==> src/rtl/mcntrl_chn_arbiter_if.sv <==
// Request/grant bundle between the memory-controller channels and the
// sequencer arbiter. The master side is the channel/sequencer complex; the
// slave side is the arbiter itself.
interface mcntrl_chn_arbiter_if #(
    parameter int CHANNELS = 4
);
    logic [CHANNELS-1:0] want_rq;
    logic [CHANNELS-1:0] need_rq;
    logic                ready;
    logic                seq_set;
    logic [CHANNELS-1:0] channel_pgm_en;
    logic [3:0]          grant_chn;
    logic                busy;
    logic                timeout;

    modport master (
        output want_rq, need_rq, ready, seq_set,
        input  channel_pgm_en, grant_chn, busy, timeout
    );

    modport slave (
        input  want_rq, need_rq, ready, seq_set,
        output channel_pgm_en, grant_chn, busy, timeout
    );
endinterface

==> src/rtl/mcntrl_chn_arbiter.sv <==
// Round-robin arbiter granting one memory channel at a time access to the
// sequencer. Urgent requests (need_rq with want_rq) take precedence over
// plain ones; within a class the search starts just after the last winner.
// Optional grant watchdog: define MCNTRL_ARB_TIMEOUT_EN to compile it in.
module mcntrl_chn_arbiter #(
    parameter int CHANNELS     = 4,
    parameter int TIMEOUT_BITS = 4
) (
    input  logic mclk,
    input  logic rst,
    mcntrl_chn_arbiter_if.slave arb
);
    localparam int IDX_W = (CHANNELS > 1) ? $clog2(CHANNELS) : 1;
    localparam logic [IDX_W-1:0] LAST_CHN = IDX_W'(CHANNELS - 1);

    if (CHANNELS < 2 || CHANNELS > 16) begin : g_bad_channels
        $error("CHANNELS must be in 2..16");
    end
    if (TIMEOUT_BITS < 2) begin : g_bad_timeout
        $error("TIMEOUT_BITS must be at least 2");
    end

    typedef enum logic [1:0] {IDLE, GRANT, WAIT_SET} state_t;

    state_t              state, state_nxt;
    logic [IDX_W-1:0]    grant_idx;
    logic [CHANNELS-1:0] pgm_en_r;
    logic                arb_en;     // low for the first cycle after reset
    logic                take;       // winner is latched on this edge
    logic                wd_term;    // watchdog expiry in WAIT_SET

    logic [CHANNELS-1:0] urgent;
    logic [CHANNELS-1:0] pick_vec;
    logic [IDX_W-1:0]    rr_start;
    logic [IDX_W:0]      cand;
    logic                win_found;
    logic [IDX_W-1:0]    win_idx;

    assign rr_start = (grant_idx == LAST_CHN) ? '0 : grant_idx + 1'b1;

    // Pick the first requester in round-robin order from the highest active class.
    always_comb begin
        // NOTE: every variable gets a default before any conditional write, so no latch is inferred.
        urgent    = arb.want_rq & arb.need_rq;
        pick_vec  = (|urgent) ? urgent : arb.want_rq;
        cand      = '0;
        win_found = 1'b0;
        win_idx   = rr_start;
        for (int i = 0; i < CHANNELS; i++) begin
            cand = {1'b0, rr_start} + (IDX_W+1)'(i);
            if (cand >= (IDX_W+1)'(CHANNELS)) begin
                cand = cand - (IDX_W+1)'(CHANNELS);
            end
            if (!win_found && pick_vec[cand[IDX_W-1:0]]) begin
                win_found = 1'b1;
                win_idx   = cand[IDX_W-1:0];
            end
        end
    end

    // Next-state decode: grant only from IDLE when the sequencer is ready.
    always_comb begin
        state_nxt = state;
        take      = 1'b0;
        case (state)
            IDLE: begin
                if (arb_en && arb.ready && win_found) begin
                    take      = 1'b1;
                    state_nxt = GRANT;
                end
            end
            GRANT:    state_nxt = WAIT_SET;
            WAIT_SET: if (arb.seq_set || wd_term) state_nxt = IDLE;
            default:  state_nxt = IDLE;
        endcase
    end

    // State register.
    always_ff @(posedge mclk or posedge rst) begin
        // NOTE: sequential state uses non-blocking assignments so all registers update together.
        if (rst) state <= IDLE;
        else     state <= state_nxt;
    end

    // Winner index, one-cycle grant pulse and post-reset enable.
    always_ff @(posedge mclk or posedge rst) begin
        if (rst) begin
            grant_idx <= LAST_CHN;
            pgm_en_r  <= '0;
            arb_en    <= 1'b0;
        end else begin
            arb_en   <= 1'b1;
            pgm_en_r <= '0;
            if (take) begin
                grant_idx          <= win_idx;
                pgm_en_r[win_idx]  <= 1'b1;
            end
        end
    end

`ifdef MCNTRL_ARB_TIMEOUT_EN
    // Expiry fires on the edge where the counter would reach all-ones.
    localparam logic [TIMEOUT_BITS-1:0] WD_LAST = TIMEOUT_BITS'((2 ** TIMEOUT_BITS) - 2);

    logic [TIMEOUT_BITS-1:0] wd_cnt;
    logic                    timeout_r;

    // A seq_set in the terminal cycle wins, so it completes normally.
    assign wd_term = (state == WAIT_SET) && (wd_cnt == WD_LAST) && !arb.seq_set;

    // Watchdog counter cleared on the way into WAIT_SET; sticky timeout flag.
    always_ff @(posedge mclk or posedge rst) begin
        if (rst) begin
            wd_cnt    <= '0;
            timeout_r <= 1'b0;
        end else begin
            if (state == GRANT)         wd_cnt <= '0;
            else if (state == WAIT_SET) wd_cnt <= wd_cnt + 1'b1;
            if (wd_term)                timeout_r <= 1'b1;
        end
    end

    assign arb.timeout = timeout_r;
`else
    assign wd_term     = 1'b0;
    assign arb.timeout = 1'b0;
`endif

    assign arb.channel_pgm_en = pgm_en_r;
    assign arb.grant_chn      = 4'(grant_idx);
    assign arb.busy           = (state != IDLE);
endmodule

==> src/flat_wrapper.sv <==
// flat-port wrapper written by rule: the top's interface ports become plain ports
module mcntrl_chn_arbiter_flat 
#(
    parameter int CHANNELS     = 4,
    parameter int TIMEOUT_BITS = 4
)
  (mclk, rst, arb_want_rq, arb_need_rq, arb_ready, arb_seq_set, arb_channel_pgm_en, arb_grant_chn, arb_busy, arb_timeout);
  mcntrl_chn_arbiter_if #(.CHANNELS(CHANNELS)) arb_i ();
  input  logic mclk;
  input  logic rst;
  input wire logic [$bits(arb_i.want_rq)-1:0] arb_want_rq;
  input wire logic [$bits(arb_i.need_rq)-1:0] arb_need_rq;
  input wire logic [$bits(arb_i.ready)-1:0] arb_ready;
  input wire logic [$bits(arb_i.seq_set)-1:0] arb_seq_set;
  output wire logic [$bits(arb_i.channel_pgm_en)-1:0] arb_channel_pgm_en;
  output wire logic [$bits(arb_i.grant_chn)-1:0] arb_grant_chn;
  output wire logic [$bits(arb_i.busy)-1:0] arb_busy;
  output wire logic [$bits(arb_i.timeout)-1:0] arb_timeout;
  assign arb_i.want_rq = arb_want_rq;
  assign arb_i.need_rq = arb_need_rq;
  assign arb_i.ready = arb_ready;
  assign arb_i.seq_set = arb_seq_set;
  assign arb_channel_pgm_en = arb_i.channel_pgm_en;
  assign arb_grant_chn = arb_i.grant_chn;
  assign arb_busy = arb_i.busy;
  assign arb_timeout = arb_i.timeout;
  mcntrl_chn_arbiter #(.CHANNELS(CHANNELS), .TIMEOUT_BITS(TIMEOUT_BITS)) u_core (.mclk(mclk), .rst(rst), .arb(arb_i));
endmodule
==> config.mk <==
export PLATFORM = sky130hd
export DESIGN_NAME = mcntrl_chn_arbiter_flat
export DESIGN_NICKNAME = d
export VERILOG_FILES = /design/src/rtl/mcntrl_chn_arbiter_if.sv /design/src/rtl/mcntrl_chn_arbiter.sv /design/src/flat_wrapper.sv
export SDC_FILE = /design/constraint.sdc
export NUM_CORES = 1
export LEC_CHECK = 0
export CAP_MARGIN = 10
export CORE_MARGIN = 10
export CORE_UTILIZATION = 48
export CTS_CLUSTER_DIAMETER = 40
export DETAILED_ROUTE_END_ITERATION = 8
export PLACE_DENSITY = 0.79
export SLEW_MARGIN = 20
export SYNTH_ARGS = -nofsm -noshare
export SYNTH_HDL_FRONTEND = slang
export SYNTH_SLANG_ARGS = --single-unit
==> constraint.sdc <==
create_clock -name mclk -period 5.07 [get_ports mclk]
set_input_delay 1.014 -clock mclk [delete_from_list [all_inputs] [get_ports mclk]]
set_output_delay 1.014 -clock mclk [all_outputs]
set_load 0.1 [all_outputs]
After elaboration in Yosys (flattened, before gate mapping)
Cells that the tools add are included.

Output and inout bits: 10. Bits of input ports: 12. Flip-flop bits (word level): 9.

Mux-type cells: 30. Reductions and logical operators: 13. Eq/ne operators: 5. Bitwise logic cells: 1. Add/sub/neg operators: 8. $lt $le $gt $ge: 10.

Operators with widths (count): $mux W2 (11); $lt A2 B3 Y1 const B (5); $mux W1 (11); $ge A3 B3 Y1 const B (3); $bmux W1 S2 (4); $mux W4 (2); $sub A2 B1 Y2 const B (4); $add A2 B2 Y3 const B (2); $logic_and A1 B1 Y1 (6); $pmux W2 S3 (1); $and A4 B4 Y4 (1); $eq A2 B2 Y1 const B (2); $reduce_or A4 Y1 (1); $add A2 B1 Y3 const B (1); $ge A2 B3 Y1 const B (1); $logic_not A1 Y1 (3); $add A2 B1 Y2 const B (1); $demux W1 S2 (1); $eq A2 B1 Y1 const B (1); $ge A2 B1 Y1 const B (1); $logic_not A2 Y1 (1); $ne A2 B1 Y1 const B (1); $ne A2 B2 Y1 const B (1); $reduce_and A2 Y1 (1); $reduce_bool A2 Y1 (1).

Depth between registers and ports, before layout
Depth in word-level cells: 21. Gate-level depth with buffers: 6. Gate-level depth less buffers: 6.

Worst setup path before layout
OpenSTA, ideal clock, no wires.

Path kind: input-to-reg. Start point: input arb_want_rq[2]. End point: register u_core.pgm_en_r[0], in the netlist u_core.arb.channel_pgm_en[0]. Setup time: 0.096 ns. Buffers on the path: 1. Setup slack: 2.782 ns. Cell stages on the path: 6. Data arrival time: 2.193 ns. Cell sequence: buf_2 -> a221oi_1 -> o21ai_0 -> o2111a_1 -> o31a_1 -> nor4_2.

Longest elaborated chain between the ends: 20.

Ends and longest elaborated chain: start, declared (line flat_wrapper.sv:11) `input wire logic [$bits(arb_i.want_rq)-1:0] arb_want_rq;`; $and A4 B4 Y4 (line mcntrl_chn_arbiter.sv:44) `urgent = arb.want_rq & arb.need_rq;`; $reduce_or A4 Y1 (line mcntrl_chn_arbiter.sv:45) `pick_vec = (|urgent) ? urgent : arb.want_rq;`; $mux W4 (*) (line mcntrl_chn_arbiter.sv:45); $bmux W1 S2 (line mcntrl_chn_arbiter.sv:54) `if (!win_found && pick_vec[cand[IDX_W-1:0]]) begin`; $mux W1 (not written as such) (line mcntrl_chn_arbiter.sv:54); $mux W1 (line mcntrl_chn_arbiter.sv:54); $logic_not A1 Y1 (line mcntrl_chn_arbiter.sv:54); $logic_and A1 B1 Y1 (line mcntrl_chn_arbiter.sv:54); [... 4 more ...]; $logic_not A1 Y1 (line mcntrl_chn_arbiter.sv:54); $logic_and A1 B1 Y1 (line mcntrl_chn_arbiter.sv:54); $mux W2 (line mcntrl_chn_arbiter.sv:54); $lt A2 B3 Y1 (not written as such) / $ge A2 B1 Y1 (equally long branches) (line mcntrl_chn_arbiter.sv:96) `pgm_en_r[win_idx] <= 1'b1;`; $logic_and A1 B1 Y1 (not written as such) (line mcntrl_chn_arbiter.sv:96); $mux W1 (not written as such) (line mcntrl_chn_arbiter.sv:96); $demux W1 S2; $mux W4 (*) (line mcntrl_chn_arbiter.sv:94) `if (take) begin`; end signal, assigned (line mcntrl_chn_arbiter.sv:89) `pgm_en_r <= '0;`; end signal, assigned (line mcntrl_chn_arbiter.sv:93) `pgm_en_r <= '0;`; end signal, assigned by index (line mcntrl_chn_arbiter.sv:96); end, declared (line mcntrl_chn_arbiter.sv:27) `logic [CHANNELS-1:0] pgm_en_r;`.

Every way passes the cells marked *; elsewhere a longest branch is shown, timed or not. The select of a mux whose other input is x is not followed. A chain may end at the register's enable or synchronous reset.

Worst setup path in the final report
Start point: register u_core.grant_idx[0]. End point: output arb_grant_chn[0].

RTL lines: start, declared (line mcntrl_chn_arbiter.sv:26) `logic [IDX_W-1:0] grant_idx;`; start signal, assigned (line mcntrl_chn_arbiter.sv:95) `grant_idx <= win_idx;`; end, declared (line flat_wrapper.sv:16) `output wire logic [$bits(arb_i.grant_chn)-1:0] arb_grant_chn;`.

No word-level cell between the ends.

==> summary.md <==
| Metric | Value |
|---|---|
| Outcome | finished, final reports clean |
| Detailed-route via count | 675 |
| # hold bufs at CTS | 0 |
| Synth Cell Area | around 690 um^2 |
| Top FF cell, synth | dfrtp_1 |
| Critical Path RT | 4.06 ns |
| Pwr dens | 476 mW/mm^2 |
| WL per Instance | 15.3 um |
| Area grow syn2layout | 27.6% |
| First DRT Iteration DRCs | 35 |
| Starting density of the core | approximately half |
| Largest net degree at the start of global routing | 12 |
| CTS Buffer Depth | 2 |
| Cells after synthesis | between 70 and 80 |
| Hold Fails Final Rpt | 0 |
| Vias in the first global route | roughly 640 |
| Pre-CTS WS | ~2.1 ns |
| Setup TNS | 0 ns |
| Layout cells sized above 1 | between 10% and 20% |
| Post-synth ARST share | between 90% and 100% |
| Post-synthesis xor/xnor area fraction | 0% |
| Post-synthesis mux area share | 1.45% |
| Crit. End Element | output port |
| RSZ-0062 raised after global routing | false |
| Highest Clock Rate | around 340 MHz |
| NumNets Final | 109 |
| Worst Hold Class | reg -> reg |
| Leak | 0.358 nW |
| Number of setup violations in the final report | 0 |
| Final worst path period need | between 2 and 3 ns |
| Remaining DRCs | 0 |
| Total power | 0.418 mW |
| Least-Margin Pin Slew | slightly below 1 ns |
| Grt ovf | 0 |
| Max VDD drop | about 0.00032 V |
| Post-synth EDFFs | 0 |
| Arr. time, crit path | slightly below 2 ns |
| Cell Chain, Critical Path | clkdlybuf4s50_1 |
| Sequential-to-total area share from yosys stat | approximately 33% |
| Slowest-stage cell, CP | clkdlybuf4s50_1 |
| Max Cap Violations | 0 |
| Clock skew | around 0.0055 ns |
| Final Max Slew Viols | 0 |
| Final WL | ~1700 um |
| Core area | around 0.0013 mm^2 |
| Fraction of the mapped netlist area in simple logic gates | between 10% and 20% |
| Clock latency on the worst-skew pair | 0.25 ns |
| Synth Area in Compound Gates | between 40% and 50% |
| Post-cts repair resize count | 0 |
| Post-synthesis register bit count | 9 |
| CP max stage delay | between 1 and 1.5 ns |
| Synth Area in Adders | between 1.5 and 2% |
| GP Congestion | 0.844 |
| I/O Buffers | 18 |
| DRT Pass-1 Iters | 4 |
| Initial antenna violation count | 0 |
| Hpwl dp | around 1300 um |
| CTS H-Tree Depth | 1 |
| WP buf/inv | 1 |
| FP Rows | 13 |
| Antenna Nets Post-Route | 0 |
| Critical path peak fanout | 5 |
| TritonCTS clock tree | yes |
| Synthesis Warnings | 0 |
| Critical path class | reg -> out |
| Syn avg cell area | just under 9 um^2 |
| Clk pin slew, worst setup/hold paths | ~0.060 ns |
| Slew margin rel. | approximately a third |
| Clock buffer count from CTS | 3 |
| Count of cell types in the netlist | 40 |
| Die area | between 0.003 and 0.004 mm^2 |
| Worst setup SP type | register |
| GRT Overall Usage | between 10% and 20% |
| I/O pins | 22 |
| CTS sink count | 9 |
| Final Cycle Share | approximately 59% |
| Crit path max-delay family | buffers and inverters |
| Final WS setup | approximately 2.1 ns |
| Vias per inst | ~6 |
| Die width | approximately 58 um |
| Largest family of logic cells by synthesized area | compound AO/OA/AOI/OAI gates |
| Die height | 57.9 um |
| Postcts setup bufs | 0 |
| Number of fill cells | 105 |
| First-pass GRT wire length | 2970 um |
| ANT cells | 0 |
| Root buffer cell | clkbuf_4 |
==> stage by stage <==
step,utilization (%),area (um^2),hold slack (ns),std cells
3_5_place_dp,63.9,852,0.475,106
3_3_place_gp,63.9,852,0.471,106
5_1_grt,65.9,878,0.520,110
6_report,65.9,878,0.475,110
4_1_cts,65.9,878,0.482,110
2_1_floorplan,-,696,0.451,80
==> layout by cell type, fill, tap and decap left out, types with 3 or more instances in the layout <==
master	Yosys	layout
a22oi_1	3	3
clkbuf_4	0	3
clkdlybuf4s50_1	0	18
conb_1	2	4
dfrtp_1	7	7
inv_1	6	6
nand2_1	3	3
nor2_1	3	3
o21a_1	3	3
o21ai_0	8	8
==> cell usage after synthesis (2+ instances only) <==
master    instances  share of area, %
a222oi_1          2               2.9
nor2_1            3               1.6
a21oi_1           2               1.5
or3_1             2               1.8
a31oi_1           2               1.8
dfstp_2           2               7.6
o21ai_0           8               5.8
o21a_1            3               3.3
o211ai_1          2               2.2
a22oi_1           3               3.3
inv_1             6               3.3
dfrtp_1           7                25
conb_1            2               1.1
buf_4             3               3.3
buf_2             4               2.9
nand2_1           3               1.6
==> final timing paths <==
| check | depth (start not counted) | endpoint | slack [ns] | start |
|---|---|---|---|---|
| hold / removal | 1 | u_core.state[1] | 0.48 | u_core.state[1] |
| setup reg to reg | 5 | u_core.arb.channel_pgm_en[2] | 3.08 | u_core.grant_idx[0] |
| min in group asynchronous | 2 | u_core.state[1] | 1.01 | rst |
| max in group asynchronous | 2 | u_core.grant_idx[0] | 3.76 | rst |
| hold reg to reg | 1 | u_core.state[1] | 0.48 | u_core.state[1] |
| setup / recovery | 1 | arb_grant_chn[0] | 2.10 | u_core.grant_idx[0] |
==> sequential cells by signal, indices dropped and copies added, names as in the netlist <==
register,cells
u_core.state,2
u_core.arb_en,1
u_core.grant_idx,2
u_core.arb.channel_pgm_en,4
==> cells by family after synthesis <==
family / after synthesis
AND/OR/NAND/NOR: 16
flip-flops: 9
multiplexers: 1
adder cells (fa/ha/maj): 1
buffers and inverters: 13
other: 2
AO/OA/AOI/OAI: 36
==> layer usage <==
layer  track usage [%]  wire length [um]  up-vias
met1              12.6               695      314
li1                  -                 -      329
met3              5.88               184        0
met5                 0                 0        -
met4              2.01                 0        0
met2              16.6               808       32
==> power by group <==
part	total (mW)	switching (mW)	internal, mW
Sequential	0.101	0.00999	0.0912
Clock	0.0526	0.0224	0.0302
Combinational	0.265	0.187	0.0779
Total	0.418	0.219	0.199
==> area by class of cell <==
cell class / count / area, um^2 / area share [%]
multi-input combinational: 58 / 403 / 45.9
inverter: 6 / 22.5 / 2.56
clock buffer: 4 / 26.3 / 2.99
tap: 15 / 18.8 / 2.14
sequential: 9 / 228 / 25.9
timing repair buffer: 18 / 180 / 20.5
No activity file was read; power rests on OpenSTA's default activity.
==> RTL change (same flow settings) <==
`CHANNELS` is set to 4 in 3 places; all go to 8.
--- a/src/rtl/mcntrl_chn_arbiter_if.sv
+++ b/src/rtl/mcntrl_chn_arbiter_if.sv
@@ -2,7 +2,7 @@
 // sequencer arbiter. The master side is the channel/sequencer complex; the
 // slave side is the arbiter itself.
 interface mcntrl_chn_arbiter_if #(
-    parameter int CHANNELS = 4
+    parameter int CHANNELS = 8
 );
     logic [CHANNELS-1:0] want_rq;
     logic [CHANNELS-1:0] need_rq;
--- a/src/rtl/mcntrl_chn_arbiter.sv
+++ b/src/rtl/mcntrl_chn_arbiter.sv
@@ -3,7 +3,7 @@
 // plain ones; within a class the search starts just after the last winner.
 // Optional grant watchdog: define MCNTRL_ARB_TIMEOUT_EN to compile it in.
 module mcntrl_chn_arbiter #(
-    parameter int CHANNELS     = 4,
+    parameter int CHANNELS     = 8,
     parameter int TIMEOUT_BITS = 4
 ) (
     input  logic mclk,
--- a/src/flat_wrapper.sv
+++ b/src/flat_wrapper.sv
@@ -1,7 +1,7 @@
 // flat-port wrapper written by rule: the top's interface ports become plain ports
 module mcntrl_chn_arbiter_flat 
 #(
-    parameter int CHANNELS     = 4,
+    parameter int CHANNELS     = 8,
     parameter int TIMEOUT_BITS = 4
 )
   (mclk, rst, arb_want_rq, arb_need_rq, arb_ready, arb_seq_set, arb_channel_pgm_en, arb_grant_chn, arb_busy, arb_timeout);
Interface: changed (resized arb_channel_pgm_en, arb_need_rq and arb_want_rq); port bits go from 22 to 34. No check against the original RTL was run, so the function may have changed too.
==> RTL change against the unedited design <==
- first-iteration DRC count grew to 3.7 times the old value
- design area grew to 2.5 times the old value
- register-to-register slack worse by 1.8 ns
- fmax fell by 29%
- worst setup slack got worse by 1.2 ns
- area after synthesis grew to 2.6 times the old value
- synthesized cell count is 140% higher
- routed wire length rose to 3.0 times the old value
- sequential cell count rose by 5
- critical path depth grew 9
- critical path type is now primary input to flip-flop
- largest cell class unchanged
Power is not shown: default switching activity piles up to over one toggle a cycle in this logic, so the estimate is an artifact.
==> RTL change: results (changes against the unedited design) <==
- The flow ran to the end, and the final reports show no timing, DRC or antenna violations.
- The portion of the post-synthesis area used by sequential elements is 0.197 (-0.134).
- The number of DRC violations after detailed-routing iteration 0 is 131 (+270%).
- The clock tree root buffer cell is clkbuf_8.
- The register-to-register setup slack is 1.24 ns (-1.84 ns).
- The adder-cell share of the synthesized area was 0.0208 (+0.00267).
- The later pin in the worst-skew pair is clocked with a latency of 0.24 ns.
- The count of fill cells added during filler insertion is 318 (+200%).
- The global-route track usage on met2 is 0.244 (+0.0780).
- The final weighted congestion in routability-driven placement is 0.984 (+17%).
- The worst clock skew on the final layout came to 0.00153 ns (-0.00396 ns).
- The met3 layer usage reported by global route was 0.0408 (-0.0180).
- The pin count of the biggest net entering global routing is 23 (+11).
- The share of the synthesized area in compound gates (AO/OA/AOI/OAI) is 0.459 (+0.0587).
- The global-route wire length before repair was 8360 um (+180%).
- By count the netlist is led by nand2_1 (28), o22ai_1 (14), dfrtp_1 (11), o221ai_1 (9), o22a_1 (9).
- The slowest library cell on the worst path is mux4_2.
- The gate family responsible for the most delay along the worst path is compound AO/OA/AOI/OAI gates.
- The share of synthesized area spent on multiplexers is 0.0973 (+0.0827).
- The number of global-route vias before repair is 1,642 (+160%).
- The arrival time at the worst endpoint is 4.29 ns (+2.34 ns).
- The worst-case headroom to the max-slew limit is 0.349 (-0.000387).
- The number of nets at the end of the flow is 240 (+120%).
- The post-synthesis xor/xnor area fraction is 0.0236 (+0.0236).
- In this run the worst setup path begins at arb_want_rq[3].
- The routed wire length is 5090 um (+200%).
- The total via count after detailed routing is 1,753 (+160%).
- The count of distinct cell types in the synthesized netlist is 60 (+50%).
- The detailed-placement wirelength estimate is 4110 um (+210%).
- The worst register-to-register path begins at u_core.grant_idx[0]$_DFFE_PP1P_.
- The largest driver fanout on the critical path is 8 (+3).
- Ranked by total cell area, the synthesized netlist is headed by dfrtp_1 (15%), a41oi_2 (6.3%), mux4_2 (6.3%).
- The routing usage on met1 is 0.212 (+0.0851).
- The type of the most critical hold path is flip-flop to flip-flop.
- The fraction of final layout cells with drive strength greater than 1 is 0.213 (+0.0972).
- The setup fix buffers added after clock tree synthesis is 0 (unchanged).
- The number of port buffers is 31 (+13).
- The delay of the slowest cell on the worst path is 0.58 ns (-0.56 ns).
- The depth of the worst register-to-register path came to 11 (+6).
- The flip-flop count of the largest register, all copies and words added is 8 (+4).
- The warning count from the yosys run is 0 (unchanged).
- The overall global routing resource usage is 0.156 (+0.0499).
- The placed instance area is 2150 um2 (+150%).
- The critical path ends at u_core.arb.channel_pgm_en[5]$_DFF_PP0_.
- The predominant post-synthesis flop cell is dfrtp_1.
## RTL change: per-layer routing
metal / vias up / part of all wire
met5: - / 0
met4: 0 / 0.013
met3: 6 / 0.095
met2: 57 / 0.45
met1: 851 / 0.44
li1: 839 / -
## RTL change: how the worst min path moves through the flow
| stage | from | endpoint | depth (start not counted) |
|---|---|---|---|
| floorplan | u_core.state[1]$_DFFE_PP0P_ | u_core.state[1]$_DFFE_PP0P_ | 1 |
| global placement | u_core.state[0]$_DFFE_PP0P_ | u_core.state[1]$_DFFE_PP0P_ | 1 |
| detailed placement | u_core.state[0]$_DFFE_PP0P_ | u_core.state[1]$_DFFE_PP0P_ | 1 |
| CTS | u_core.state[0]$_DFFE_PP0P_ | u_core.state[1]$_DFFE_PP0P_ | 1 |
| global route | u_core.grant_idx[2]$_DFFE_PP1P_ | u_core.grant_idx[2]$_DFFE_PP1P_ | 2 |
| finish | u_core.state[0]$_DFFE_PP0P_ | u_core.state[1]$_DFFE_PP0P_ | 1 |
## RTL change: stage by stage
stage | util | hold WS [ns] | setup slack (ns) | std cells
after floorplan | - | 0.451 | 1.33 | 187
after global placement | 0.592 | 0.461 | 0.760 | 260
after detailed placement | 0.592 | 0.485 | 0.712 | 260
after CTS | 0.607 | 0.492 | 0.955 | 264
after global routing | 0.607 | 0.515 | 0.767 | 264
final | 0.607 | 0.487 | 0.910 | 264
## RTL change: kinds of logic after synthesis
group | after synthesis
muxes | 11
AOI/OAI and AO/OA | 85
xor gates and xnor gates | 4
and+or+nand+nor | 53
buffers and inverters | 14
adders and majority gates | 3
DFF | 14
other | 2
## RTL change: worst register-to-register path, delay by kind of cell, from the launching register on
| kind | cells | cell delay, ns |
|---|---|---|
| multiplexers | 1 | 0.58 |
| adder cells (fa/ha/maj) | 2 | 0.45 |
| AND/OR/NAND/NOR | 4 | 1.24 |
| AO/OA/AOI/OAI | 4 | 1.07 |
| flip-flops | 1 | 0.39 |
## RTL change: area by class of cell
cell class                      instances  share of cell area
Multi-Input combinational cell        159               0.629
Inverter                                6              0.0102
Sequential cell                        14               0.161
Timing Repair Buffer                   33               0.148
Clock buffer                            4              0.0250
Tap cell                               48              0.0272
